### src/rtl/encrypt_pipe_shift_rot_if.sv
// ============================================================================
// Module   : encrypt_pipe_shift_rot_if
// Brief    : Config, symbol-in and FIFO-out bundle for the shift/rotate stage.
// Revision : 1.0 - initial release
// ============================================================================
`default_nettype none

interface encrypt_pipe_shift_rot_if #(
    parameter int FIFO_DEPTH = 4
);
    localparam int c_CNT_W = $clog2(FIFO_DEPTH) + 1;

    logic               key_load;
    logic [4:0]         key_in;
    logic               decrypt_in;
    logic               en_in;
    logic               is_alpha_upper_case_in;
    logic               is_alpha_low_case_in;
    logic [25:0]        extended_shift_data_in;
    logic               sticky_clr;
    logic               dout_ready;
    logic               dout_valid;
    logic [7:0]         dout;
    logic [c_CNT_W-1:0] fifo_count;
    logic               overflow;
    logic               code_err;

    modport master (
        output key_load, key_in, decrypt_in, en_in,
               is_alpha_upper_case_in, is_alpha_low_case_in,
               extended_shift_data_in, sticky_clr, dout_ready,
        input  dout_valid, dout, fifo_count, overflow, code_err
    );

    modport slave (
        input  key_load, key_in, decrypt_in, en_in,
               is_alpha_upper_case_in, is_alpha_low_case_in,
               extended_shift_data_in, sticky_clr, dout_ready,
        output dout_valid, dout, fifo_count, overflow, code_err
    );
endinterface

`default_nettype wire

### src/rtl/encrypt_pipe_shift_rot.sv
// ============================================================================
// Module   : encrypt_pipe_shift_rot
// Brief    : Caesar rotate of a one-hot letter, ASCII re-encode, output FIFO.
// Revision : 1.0 - initial release
// ============================================================================
`default_nettype none

module encrypt_pipe_shift_rot #(
    parameter int FIFO_DEPTH = 4
) (
    input  wire logic              clk,
    input  wire logic              rst,
    encrypt_pipe_shift_rot_if.slave bus
);
    localparam int c_PTR_W = $clog2(FIFO_DEPTH);
    localparam int c_CNT_W = $clog2(FIFO_DEPTH) + 1;

    // ------------------------------------------------------------------
    // Key configuration
    // ------------------------------------------------------------------
    logic [4:0] r_key;
    logic       r_decrypt;
    logic [4:0] w_rot_amt;
    logic [5:0] w_base;
    logic [51:0] w_dbl;
    logic [25:0] w_rotated;
    logic        w_alpha_in;

    always_ff @(posedge clk or posedge rst) begin
        if (rst) begin
            r_key     <= 5'd0;
            r_decrypt <= 1'b0;
        end else if (bus.key_load) begin
            r_key     <= (bus.key_in > 5'd25) ? (bus.key_in - 5'd26) : bus.key_in;
            r_decrypt <= bus.decrypt_in;
        end
    end

    always_comb begin
        w_rot_amt = r_key;
        if (r_decrypt && (r_key != 5'd0)) begin
            w_rot_amt = 5'd26 - r_key;
        end
    end

    // rot[j] = data[(j - r) mod 26]: a 26-bit window into the doubled vector
    assign w_dbl      = {bus.extended_shift_data_in, bus.extended_shift_data_in};
    assign w_base     = 6'd26 - {1'b0, w_rot_amt};
    assign w_rotated  = w_dbl[w_base +: 26];
    assign w_alpha_in = bus.is_alpha_upper_case_in | bus.is_alpha_low_case_in;

    // ------------------------------------------------------------------
    // Stage A: rotate
    // ------------------------------------------------------------------
    logic        r_valid_a;
    logic [25:0] r_rot;
    logic        r_upper_a;
    logic        r_lower_a;
    logic [7:0]  r_data8_a;

    always_ff @(posedge clk or posedge rst) begin
        if (rst) begin
            r_valid_a <= 1'b0;
            r_rot     <= 26'd0;
            r_upper_a <= 1'b0;
            r_lower_a <= 1'b0;
            r_data8_a <= 8'd0;
        end else begin
            r_valid_a <= bus.en_in;
            if (bus.en_in) begin
                r_rot     <= w_alpha_in ? w_rotated : bus.extended_shift_data_in;
                r_upper_a <= bus.is_alpha_upper_case_in;
                r_lower_a <= bus.is_alpha_low_case_in;
                r_data8_a <= bus.extended_shift_data_in[7:0];
            end
        end
    end

    // ------------------------------------------------------------------
    // Stage B: one-hot to ASCII
    // ------------------------------------------------------------------
    logic       w_alpha_a;
    logic       w_onehot;
    logic [4:0] w_idx;
    logic [7:0] w_byte;
    logic       w_code_err_set;
    logic       r_valid_b;
    logic [7:0] r_byte_b;
    logic       r_code_err;

    assign w_alpha_a = r_upper_a | r_lower_a;
    assign w_onehot  = (r_rot != 26'd0) && ((r_rot & (r_rot - 26'd1)) == 26'd0);

    always_comb begin
        w_idx = 5'd0;
        for (int i = 0; i < 26; i++) begin
            if (r_rot[i]) begin
                w_idx = 5'(i);
            end
        end
    end

    always_comb begin
        w_byte = r_data8_a;
        if (w_alpha_a) begin
            if (!w_onehot) begin
                w_byte = 8'h3F;
            end else begin
                w_byte = (r_upper_a ? 8'd65 : 8'd97) + {3'b000, w_idx};
            end
        end
    end

    assign w_code_err_set = r_valid_a & w_alpha_a & ~w_onehot;

    always_ff @(posedge clk or posedge rst) begin
        if (rst) begin
            r_valid_b <= 1'b0;
            r_byte_b  <= 8'd0;
        end else begin
            r_valid_b <= r_valid_a;
            if (r_valid_a) begin
                r_byte_b <= w_byte;
            end
        end
    end

    // A set event in the same cycle as sticky_clr wins
    always_ff @(posedge clk or posedge rst) begin
        if (rst) begin
            r_code_err <= 1'b0;
        end else if (w_code_err_set) begin
            r_code_err <= 1'b1;
        end else if (bus.sticky_clr) begin
            r_code_err <= 1'b0;
        end
    end

    // ------------------------------------------------------------------
    // Output FIFO
    // ------------------------------------------------------------------
    logic [7:0]         r_mem [FIFO_DEPTH];
    logic [c_PTR_W-1:0] r_wr_ptr;
    logic [c_PTR_W-1:0] r_rd_ptr;
    logic [c_CNT_W-1:0] r_count;
    logic               r_overflow;
    logic               w_full;
    logic               w_empty;
    logic               w_pop;
    logic               w_write;
    logic               w_drop;

    assign w_full  = (r_count == c_CNT_W'(FIFO_DEPTH));
    assign w_empty = (r_count == '0);
    assign w_pop   = ~w_empty & bus.dout_ready;
    // A full FIFO still accepts a push when the head is leaving this cycle
    assign w_write = r_valid_b & (~w_full | w_pop);
    assign w_drop  = r_valid_b & w_full & ~w_pop;

    always_ff @(posedge clk or posedge rst) begin
        if (rst) begin
            for (int i = 0; i < FIFO_DEPTH; i++) begin
                r_mem[i] <= 8'd0;
            end
        end else if (w_write) begin
            r_mem[r_wr_ptr] <= r_byte_b;
        end
    end

    always_ff @(posedge clk or posedge rst) begin
        if (rst) begin
            r_wr_ptr <= '0;
            r_rd_ptr <= '0;
            r_count  <= '0;
        end else begin
            if (w_write) begin
                r_wr_ptr <= r_wr_ptr + c_PTR_W'(1);
            end
            if (w_pop) begin
                r_rd_ptr <= r_rd_ptr + c_PTR_W'(1);
            end
            case ({w_write, w_pop})
                2'b10:   r_count <= r_count + c_CNT_W'(1);
                2'b01:   r_count <= r_count - c_CNT_W'(1);
                default: r_count <= r_count;
            endcase
        end
    end

    always_ff @(posedge clk or posedge rst) begin
        if (rst) begin
            r_overflow <= 1'b0;
        end else if (w_drop) begin
            r_overflow <= 1'b1;
        end else if (bus.sticky_clr) begin
            r_overflow <= 1'b0;
        end
    end

    assign bus.dout_valid = ~w_empty;
    assign bus.dout       = r_mem[r_rd_ptr];
    assign bus.fifo_count = r_count;
    assign bus.overflow   = r_overflow;
    assign bus.code_err   = r_code_err;

endmodule

`default_nettype wire
### src/flat_wrapper.sv
// flat-port wrapper written by rule: the top's interface ports become plain ports
module encrypt_pipe_shift_rot_flat 
#(
    parameter int FIFO_DEPTH = 4
)
  (clk, rst, bus_key_load, bus_key_in, bus_decrypt_in, bus_en_in, bus_is_alpha_upper_case_in, bus_is_alpha_low_case_in, bus_extended_shift_data_in, bus_sticky_clr, bus_dout_ready, bus_dout_valid, bus_dout, bus_fifo_count, bus_overflow, bus_code_err);
  encrypt_pipe_shift_rot_if #(.FIFO_DEPTH(FIFO_DEPTH)) bus_i ();
  input  wire logic clk;
  input  wire logic rst;
  input wire logic [$bits(bus_i.key_load)-1:0] bus_key_load;
  input wire logic [$bits(bus_i.key_in)-1:0] bus_key_in;
  input wire logic [$bits(bus_i.decrypt_in)-1:0] bus_decrypt_in;
  input wire logic [$bits(bus_i.en_in)-1:0] bus_en_in;
  input wire logic [$bits(bus_i.is_alpha_upper_case_in)-1:0] bus_is_alpha_upper_case_in;
  input wire logic [$bits(bus_i.is_alpha_low_case_in)-1:0] bus_is_alpha_low_case_in;
  input wire logic [$bits(bus_i.extended_shift_data_in)-1:0] bus_extended_shift_data_in;
  input wire logic [$bits(bus_i.sticky_clr)-1:0] bus_sticky_clr;
  input wire logic [$bits(bus_i.dout_ready)-1:0] bus_dout_ready;
  output wire logic [$bits(bus_i.dout_valid)-1:0] bus_dout_valid;
  output wire logic [$bits(bus_i.dout)-1:0] bus_dout;
  output wire logic [$bits(bus_i.fifo_count)-1:0] bus_fifo_count;
  output wire logic [$bits(bus_i.overflow)-1:0] bus_overflow;
  output wire logic [$bits(bus_i.code_err)-1:0] bus_code_err;
  assign bus_i.key_load = bus_key_load;
  assign bus_i.key_in = bus_key_in;
  assign bus_i.decrypt_in = bus_decrypt_in;
  assign bus_i.en_in = bus_en_in;
  assign bus_i.is_alpha_upper_case_in = bus_is_alpha_upper_case_in;
  assign bus_i.is_alpha_low_case_in = bus_is_alpha_low_case_in;
  assign bus_i.extended_shift_data_in = bus_extended_shift_data_in;
  assign bus_i.sticky_clr = bus_sticky_clr;
  assign bus_i.dout_ready = bus_dout_ready;
  assign bus_dout_valid = bus_i.dout_valid;
  assign bus_dout = bus_i.dout;
  assign bus_fifo_count = bus_i.fifo_count;
  assign bus_overflow = bus_i.overflow;
  assign bus_code_err = bus_i.code_err;
  encrypt_pipe_shift_rot #(.FIFO_DEPTH(FIFO_DEPTH)) u_core (.clk(clk), .rst(rst), .bus(bus_i));
endmodule
### config.mk
export PLATFORM = sky130hd
export DESIGN_NAME = encrypt_pipe_shift_rot_flat
export DESIGN_NICKNAME = d
export VERILOG_FILES = /design/src/rtl/encrypt_pipe_shift_rot_if.sv /design/src/rtl/encrypt_pipe_shift_rot.sv /design/src/flat_wrapper.sv
export SDC_FILE = /design/constraint.sdc
export NUM_CORES = 1
export LEC_CHECK = 0
export ABC_AREA = 1
export BUFFER_PORTS_ARGS = -buffer_cell sky130_fd_sc_hd__clkbuf_2
export CORE_UTILIZATION = 55
export CTS_CLUSTER_SIZE = 24
export DETAILED_ROUTE_END_ITERATION = 6
export PLACE_DENSITY = 0.83
export SKIP_CTS_REPAIR_TIMING = 1
export SYNTH_ARGS = -nofsm -noshare
export SYNTH_HDL_FRONTEND = slang
export SYNTH_SLANG_ARGS = --single-unit
### constraint.sdc
create_clock -name clk -period 3.93 [get_ports clk]
set_input_delay 0.5895 -clock clk [delete_from_list [all_inputs] [get_ports clk]]
set_output_delay 0.5895 -clock clk [all_outputs]
set_load 0.03 [all_outputs]
### Word level (Yosys, flattened, before mapping)

Index checks and enable logic that the tools add are counted.

* flip-flop bits (word level): 93
* latch bits: 0
* memory bits (writable): 0
* ROM bits: 0
* output and inout bits: 14
* logic and storage cells: 102
* memories: 0

* add/subtract/negate cells: 9
* multiply operators: 0
* divide/modulo/power cells: 0
* $lt $le $gt $ge: 4
* equality and inequality tests: 3
* shifts and indexed selects: 1
* muxes and demuxes: 41
* bitwise logic cells: 16
* reductions and logical operators: 10

Operators with widths (number)
* $mux W5: 12
* $shiftx A52 B7 Y26: 1
* $mux W8: 5
* $bwmux W32: 1
* $mux W4: 8
* $and A26 B26 Y26: 1
* $logic_not A26 Y1: 1
* $mux W26: 1
* $reduce_bool A26 Y1: 1
* $sub A26 B1 Y26 const B: 1
* $bmux W8 S2: 1
* $demux W8 S2: 1
* $mux W3: 4
* $add A8 B5 Y8: 1
* $and A1 B1 Y1: 6
* $ge A3 B3 Y1 const B: 2
* $mux W6: 1
* $not A2 Y3: 2
* $pmux W3 S2: 1
* $reduce_bool A2 Y1: 3
* $sub A5 B5 Y6 const A: 1
* $gt A5 B5 Y1 const B: 1
* $reduce_bool A5 Y1: 1
* $sub A5 B5 Y5 const A: 1
* 14 further kinds: 26

### Depth between registers and ports, before layout

Gate-level depths: netlist of run 1.

* word-level depth: 28
* mapped depth: 30
* gate-level depth less buffers: 30

### Worst setup path after synthesis of run 1

No wires, ideal clock.

* path kind: register to register
* start: register u_core.r_key[0]
* end: register u_core.r_rot[5]
* arrival: 3.075 ns
* required time: 3.799 ns
* setup slack: 0.724 ns
* cell stages (with the launch flop): 21
* path through: dfrtp_1 inv_1 clkbuf_1 ha_1 nand3_2 nand2_2 nand2_1 o21ai_1 ha_1 inv_1 clkbuf_1 clkbuf_1 o21ai_0 nand2_1 o21ai_0 o21ai_1 nand2_1 nand3_1 a31oi_1 o21ai_1 o21ai_1

* word-level cells in the longest chain between the ends: 6

Ends and longest elaborated chain
* start: declaration: line encrypt_pipe_shift_rot.sv:21 `logic [4:0] r_key;`
* start signal: assignment: line encrypt_pipe_shift_rot.sv:34 `r_key <= (bus.key_in > 5'd25) ? (bus.key_in - 5'd26) : bus.key_in;`
* branches (longest 2 deep; another with $sub A5 B5 Y5)
* $mux W5 (*): line encrypt_pipe_shift_rot.sv:41 `if (r_decrypt && (r_key != 5'd0)) begin`
* $sub A5 B5 Y6 (*): line encrypt_pipe_shift_rot.sv:48 `assign w_base = 6'd26 - {1'b0, w_rot_amt};`
* $shiftx A52 B7 Y26 (*): line encrypt_pipe_shift_rot.sv:49 `assign w_rotated = w_dbl[w_base +: 26];`
* $mux W26 (*): line encrypt_pipe_shift_rot.sv:71 `r_rot <= w_alpha_in ? w_rotated : bus.extended_shift_data_in;`
* end signal: assignment: line encrypt_pipe_shift_rot.sv:71
* end: declaration: line encrypt_pipe_shift_rot.sv:56 `logic [25:0] r_rot;`

Every way passes the cells marked *.
A chain may end at the register's enable or synchronous reset.

### Final worst setup path of run 1

* start: register u_core.r_key[1]
* end: register u_core.r_rot[4]

Same word-level chain as after synthesis.

==> metrics.md, run 1 <==
| Metric | Value |
|---|---|
| Sequential element share of the synthesized area | 0.3473 |
| Critical path class | reg2reg |
| Slew @ Worst Pin | 0.8875 ns |
| Syn avg cell area | 6.966 um2 |
| Async set or reset register ratio after synthesis | 1.000 |
| MaxCap Viol Count | 0 |
| Clock skew | 0.008946 ns |
| Area leader, netlist | dfrtp_1 |
| GRT Util Overall | 0.3031 |
| Drt first pass iters | 6 |
| Most numerous cell in the Yosys netlist | nand2_1 |
| Post-synthesis mux area share | 0.05321 |
| Cell Area, Synth | 6701 um2 |
| Die width | 112.4 um |
| DP Wirelength | 14.10 mm |
| Required @ worst endpoint | 4.19 ns |
| Initial Util | 0.5746 |
| RSZ-0062 raised after global routing | no |
| Startpoint types | flip-flop |
| H-tree Lvls | 3 |
| CP endpoint kind | flip-flop |
| Fin area | 7292 um2 |
| Sink Count | 93 |
| Max-slew headroom | 0.4061 |
| Post-DP Area | 7008 um2 |
| Minimum clock period | 3.071 ns |
| Lkg Pwr | 3.518 nW |
| Register area | 2327 um2 |
| Most instantiated cells after synthesis | nand2_1, o21ai_0, inv_1 |
| Met3 routed wirelength | 1.353 mm |
| Status | completed |
| Share of the synthesized area in the top cell type | 0.3473 |
| Core ar. | 11,660 um2 |
| Syn_nets | 1,014 |
| Longest Clk Path Bufs | 2 |
| Met2 wire len | 8.456 mm |
| Area of the multi-input gates | 3676 um2 |
| Data arrival time of the worst path | 3.33 ns |
| Final Cycle Share | 0.7813 |
| Final setup viols | 0 |
| CP endpoint | u_core.r_rot[4]$_DFFE_PP0P_ |
| Crit. Startpoint | u_core.r_key[1]$_DFFE_PP0P_ |
| CTS Buf Count | 9 |
| Final hold vios | 0 |
| Layout cells sized above 1 | 0.1426 |
| Routability cong. | 0.9997 |
| Max frequency | 325.7 MHz |
| Synth Area in XOR/XNOR | 0.01307 |
| Final #Nets | 1,044 |
| Vias in the first global route | 5,878 |
| Distinct cell type count of the synthesized netlist | 52 |
| Top Metal Used | met4 |
| Met1 WL | 7.833 mm |
| WL per Instance | 16.07 um |
| Total congestion overflow | 0 |
| Yosys warns | 0 |
| Vias per cell | 5.703 |
| First-pass GRT wire length | 30.00 mm |
| FF-to-FF End | u_core.r_rot[4]$_DFFE_PP0P_ |
| Filler Cell Count | 1,087 |
| Row count | 39 |
| Diodes inserted | 0 |
| Worst min path class | in2async |
| Launch point of the worst reg-to-reg path | u_core.r_key[1]$_DFFE_PP0P_ |
| Worst r2r path cells | 16 |
| Vias | 6,496 |
| Synth area leaders | dfrtp_1, nand2_1, o21ai_0 |
| Pin count of the biggest net entering global routing | 44 |
| Synth Area in Adders | 0.02353 |
| Syn Inst Count | 962 |
| Drt drc | 0 |
| Clock root cell | clkbuf_16 |
| Combinational family with the most area after synthesis | compound AO/OA/AOI/OAI gates |
| Setup slack after layout | 0.8593 ns |
| Die Area | 12,630 um2 |
| Layout Utilization | 0.6253 |
| Setup TNS | 0 ns |
| Die Span Y | 112.4 um |
| Final Max Tran Viols | 0 |
| Yosys reg bits | 93 |
| Synth Area in Compound Gates | 0.2351 |
| Post-synth EDFFs | 0 |
| Worst-Skew Late Latency | 0.34 ns |
| Antenna violations before repair | 0 |
| Dpl ws | 0.9363 ns |
| I/O Buffers | 53 |
| WHS | 0.2777 ns |
| CTS tree | done |
| Synth Flop Type | dfrtp_1 |
| Critical-path maximum fanout | 18 |
| Max VDD drop | 0.2685 mV |
| Antenna viol nets, final | 0 |
| Pwr/cell area | 683.3 nW/um2 |
| P&R area growth vs syn | 8.812% |
| # IOs | 54 |
| Initial DRC Count | 653 |
| Simple-Gate Fraction of Synth Area | 0.2226 |
| Clock slew at reported path FFs | 0.07 ns |
| R2R setup slack | 0.86 ns |
| WL final | 18.31 mm |
==> metrics by stage <==
| stage | cells | total power [mW] |
|---|---|---|
| 6_report | 1139 | 4.982 |
| 5_1_grt | 1139 | 5.386 |
| 4_1_cts | 1139 | 4.944 |
| 3_5_place_dp | 1124 | 4.114 |
| 3_3_place_gp | 1124 | 4.066 |
| 2_1_floorplan | 962 | 3.517 |
==> cells in the final DEF (no fill, tap or decap), types with 10 or more instances in the layout <==
cell type    n
dfrtp_1     93
inv_1      115
nand3_1     25
o21ai_1     49
buf_4       10
o211ai_1    11
inv_2       10
mux2_2      29
ha_1        11
o21ai_0    118
clkbuf_2    53
nand2_1    243
a21oi_1     49
nor2_1      72
==> flip-flops by register name, indices dropped and copies added (netlist names) <==
register and count:
u_core.r_lower_a 1, u_core.r_valid_b 1, u_core.bus.fifo_count 3, u_core.r_data8_a 8, u_core.r_key 5, u_core.bus.code_err 1, u_core.r_rot 26, u_core.bus.overflow 1
u_core.r_mem 32, u_core.r_rd_ptr 2, u_core.r_byte_b 8, u_core.r_valid_a 1, u_core.r_upper_a 1, u_core.r_decrypt 1, u_core.r_wr_ptr 2
==> logic make-up (layout without fill, tap and decap cells) <==
group | count (synthesis) | count (layout)
and+or+nand+nor | 365 | 365
AOI/OAI and AO/OA | 277 | 277
buffers and inverters | 173 | 207
DFF | 93 | 93
muxes | 32 | 32
adders and majority gates | 12 | 12
xor gates and xnor gates | 10 | 10
==> power breakdown <==
group / leakage, nW / switching [mW] / internal (mW)
Combinational: 2.28 / 1.70 / 0.886
Sequential: 1.10 / 0.283 / 1.29
Clock: 0.137 / 0.372 / 0.451
Total: 3.52 / 2.35 / 2.63
==> final cells by class <==
class | instances | area share
multi-input cells | 696 | 0.5041
flip-flops and latches | 93 | 0.3191
inverters | 129 | 0.06658
repair buffers | 63 | 0.04667
clock buffers | 10 | 0.03277
well taps | 143 | 0.02454
clock inverters | 5 | 0.006177
==> worst max-delay path: stages, from the launching register on <==
cell and delay (ns):
dfrtp_1 0.41, inv_1 0.08, ha_1 0.15, nand3_2 0.09, nand2_2 0.11, nand2_1 0.06
o21ai_1 0.10, ha_1 0.27, inv_1 0.30, buf_4 0.28, o21ai_0 0.15, o21ai_0 0.31
nand2_1 0.08, o21ai_1 0.16, o21ai_0 0.11, nor2_1 0.17, a2bb2oi_1 0.17
==> per-layer routing <==
| layer | global-route usage | vias to the layer above |
|---|---|---|
| met5 | 0 | - |
| met2 | 0.4882 | 265 |
| li1 | - | 3245 |
| met4 | 0.1404 | 0 |
| met1 | 0.4090 | 2937 |
| met3 | 0.03888 | 49 |
==> worst min-delay path by stage <==
stage | to | depth (start not counted) | slack (ns)
after floorplan | u_core.r_valid_b$_DFF_PP0_ | 0 | 0.35
after detailed placement | u_core.r_lower_a$_DFFE_PP0P_ | 2 | 0.47
after global placement | u_core.r_lower_a$_DFFE_PP0P_ | 2 | 0.46
after CTS | u_core.r_key[4]$_DFFE_PP0P_ | 2 | 0.30
final | u_core.r_key[4]$_DFFE_PP0P_ | 2 | 0.28
after global routing | u_core.r_key[3]$_DFFE_PP0P_ | 2 | 0.34
Note: power is estimated with default switching activity, not from simulation.
==> inputs of run 2 (changes only) <==
Clock period 3.93 ns to 3.1 ns, I/O delays scaled along.
==> run 2 against run 1 <==
- flip-flop and latch count stayed put
- worst setup slack worse by 0.60 ns
- routed wire length rose by 3.3%
- largest cell class unchanged
==> metrics.md, run 2 (synthesis gave the netlist of run 1 again) <==
| Metric | Value |
|---|---|
| Status | completed |
| DP Wirelength | 14.48 mm |
| Clock skew | 0.01107 ns |
| Max FFs per register | 32 |
| Setup TNS | 0 ns |
| Layout cells sized above 1 | 0.1564 |
| Required @ worst endpoint | 3.31 ns |
| Critical-path maximum fanout | 28 |
| Initial DRC Count | 764 |
| Vias | 6,728 |
| Global route hottest layer | met2 |
| Max frequency | 352.6 MHz |
| Row count | 39 |
| Critical path class | reg2reg |
| CTS tree | done |
| Startpoint types | flip-flop |
| Longest Clk Path Bufs | 2 |
| Drt drc | 0 |
| Non-filler instance count after layout | 1,153 |
| Slew @ Worst Pin | 0.7911 ns |
| H-tree Lvls | 3 |
| Most common cell after layout, fill and taps aside | nand2_1 |
| Max VDD drop | 0.3721 mV |
| Antenna violations before repair | 0 |
| Setup slack after layout | 0.2635 ns |
| WL final | 18.91 mm |
| I/O Buffers | 53 |
| Commonest cells after routing, fill and taps aside | nand2_1, inv_1, o21ai_0 |
| Filler Cell Count | 1,061 |
| Final #Nets | 1,057 |
| CP endpoint kind | flip-flop |
| WHS | 0.1960 ns |
| Final hold vios | 0 |
| Final Max Tran Viols | 0 |
| Final setup viols | 0 |
| Vias in the first global route | 6,241 |
| Dpl ws | 0.3043 ns |
| Pwr/cell area | 868.7 nW/um2 |
| Worst min path class | in2async |
| Antenna viol nets, final | 0 |
| Largest reg by FF count | u_core.r_mem |
| Die Area | 12,630 um2 |
| First-pass GRT wire length | 31.32 mm |
| RSZ-0062 raised after global routing | no |
| Drt first pass iters | 6 |
| Final Cycle Share | 0.9150 |
| Data arrival time of the worst path | 3.04 ns |
| Worst-Skew Late Latency | 0.34 ns |
| FF-to-FF End | u_core.r_rot[18]$_DFFE_PP0P_ |
| Die width | 112.4 um |
| R2R setup slack | 0.26 ns |
| Grt met3 use | 0.04104 |
| Die Span Y | 112.4 um |
| Grt met1 use | 0.4361 |
| Clock slew at reported path FFs | 0.07 ns |
| WL per Instance | 16.40 um |
| Sink Count | 93 |
| Vias per cell | 5.835 |
| Launch point of the worst reg-to-reg path | u_core.r_key[1]$_DFFE_PP0P_ |
| GRT Util Overall | 0.3164 |
| Top flop regs | u_core.r_mem (32), u_core.r_rot (26) |
| Total congestion overflow | 0 |
| Minimum clock period | 2.836 ns |
| Routability cong. | 1.051 |
| Pin count of the biggest net entering global routing | 52 |
| # IOs | 54 |
| MaxCap Viol Count | 0 |
| Max-slew headroom | 0.4707 |
| Clock root cell | clkbuf_16 |
| Diodes inserted | 0 |
| Core ar. | 11,660 um2 |
| Lkg Pwr | 3.597 nW |
| Initial Util | 0.5746 |
| Met2 Use GR | 0.4944 |
| Post-Place Cells | 1,137 |
| CTS Buf Count | 9 |
| Worst r2r path cells | 17 |
| P&R area growth vs syn | 10.96% |
==> run 2: cell type report <==
class / instances / area, um2 / area share
tap: 143 / 178.9 / 0.02406
clock buffer: 10 / 239.0 / 0.03214
sequential: 93 / 2327 / 0.3130
clock inverter: 6 / 50.05 / 0.006731
multi-input combinational: 696 / 3686 / 0.4957
inverter: 129 / 488.0 / 0.06562
timing repair buffer: 76 / 466.7 / 0.06276
==> run 2: worst max-delay path, cell delays in order, from the launching register on <==
cell and delay [ns]:
dfrtp_1 0.40, inv_1 0.07, ha_1 0.19, nand3_2 0.08
nand2_2 0.08, nand2_1 0.07, o21ai_1 0.08, ha_1 0.22
or2_4 0.29, nand2_8 0.17, buf_4 0.20, nand2_1 0.05
o21ai_0 0.12, o21ai_1 0.15, o21ai_1 0.15, nor2_1 0.06
o21ai_1 0.21, o21ai_0 0.12
==> run 2: layer usage <==
layer / vias up / share of wire
met3: 59 / 0.081
met4: 0 / 0.043
met5: - / 0
li1: 3276 / -
met2: 302 / 0.44
met1: 3091 / 0.43
==> run 2: worst max-delay path by stage <==
stage / cells after the start / startpoint / end
finish: 17 / u_core.r_key[1]$_DFFE_PP0P_ / u_core.r_rot[18]$_DFFE_PP0P_
global route: 21 / u_core.r_key[1]$_DFFE_PP0P_ / u_core.r_rot[5]$_DFFE_PP0P_
CTS: 18 / u_core.r_key[1]$_DFFE_PP0P_ / u_core.r_rot[7]$_DFFE_PP0P_
detailed placement: 18 / u_core.r_key[1]$_DFFE_PP0P_ / u_core.r_rot[7]$_DFFE_PP0P_
global placement: 15 / u_core.r_key[1]$_DFFE_PP0P_ / u_core.r_rot[6]$_DFFE_PP0P_
floorplan: 14 / u_core.r_key[0]$_DFFE_PP0P_ / u_core.r_rot[15]$_DFFE_PP0P_
==> run 2: through the flow <==
step	util	total power, mW	cell area, um2
floorplan	-	4.461	6704
global placement	0.6114	5.266	7131
detailed placement	0.6114	5.313	7131
CTS	0.6362	6.395	7420
global route	0.6376	6.973	7436
finish	0.6376	6.460	7436
==> run 2: where the power goes <==
group          total [mW]  internal, mW  leakage [nW]  switching [mW]
Sequential           1.96          1.64          1.10           0.318
Clock                1.07         0.579         0.142           0.489
Combinational        3.44          1.20          2.36            2.24
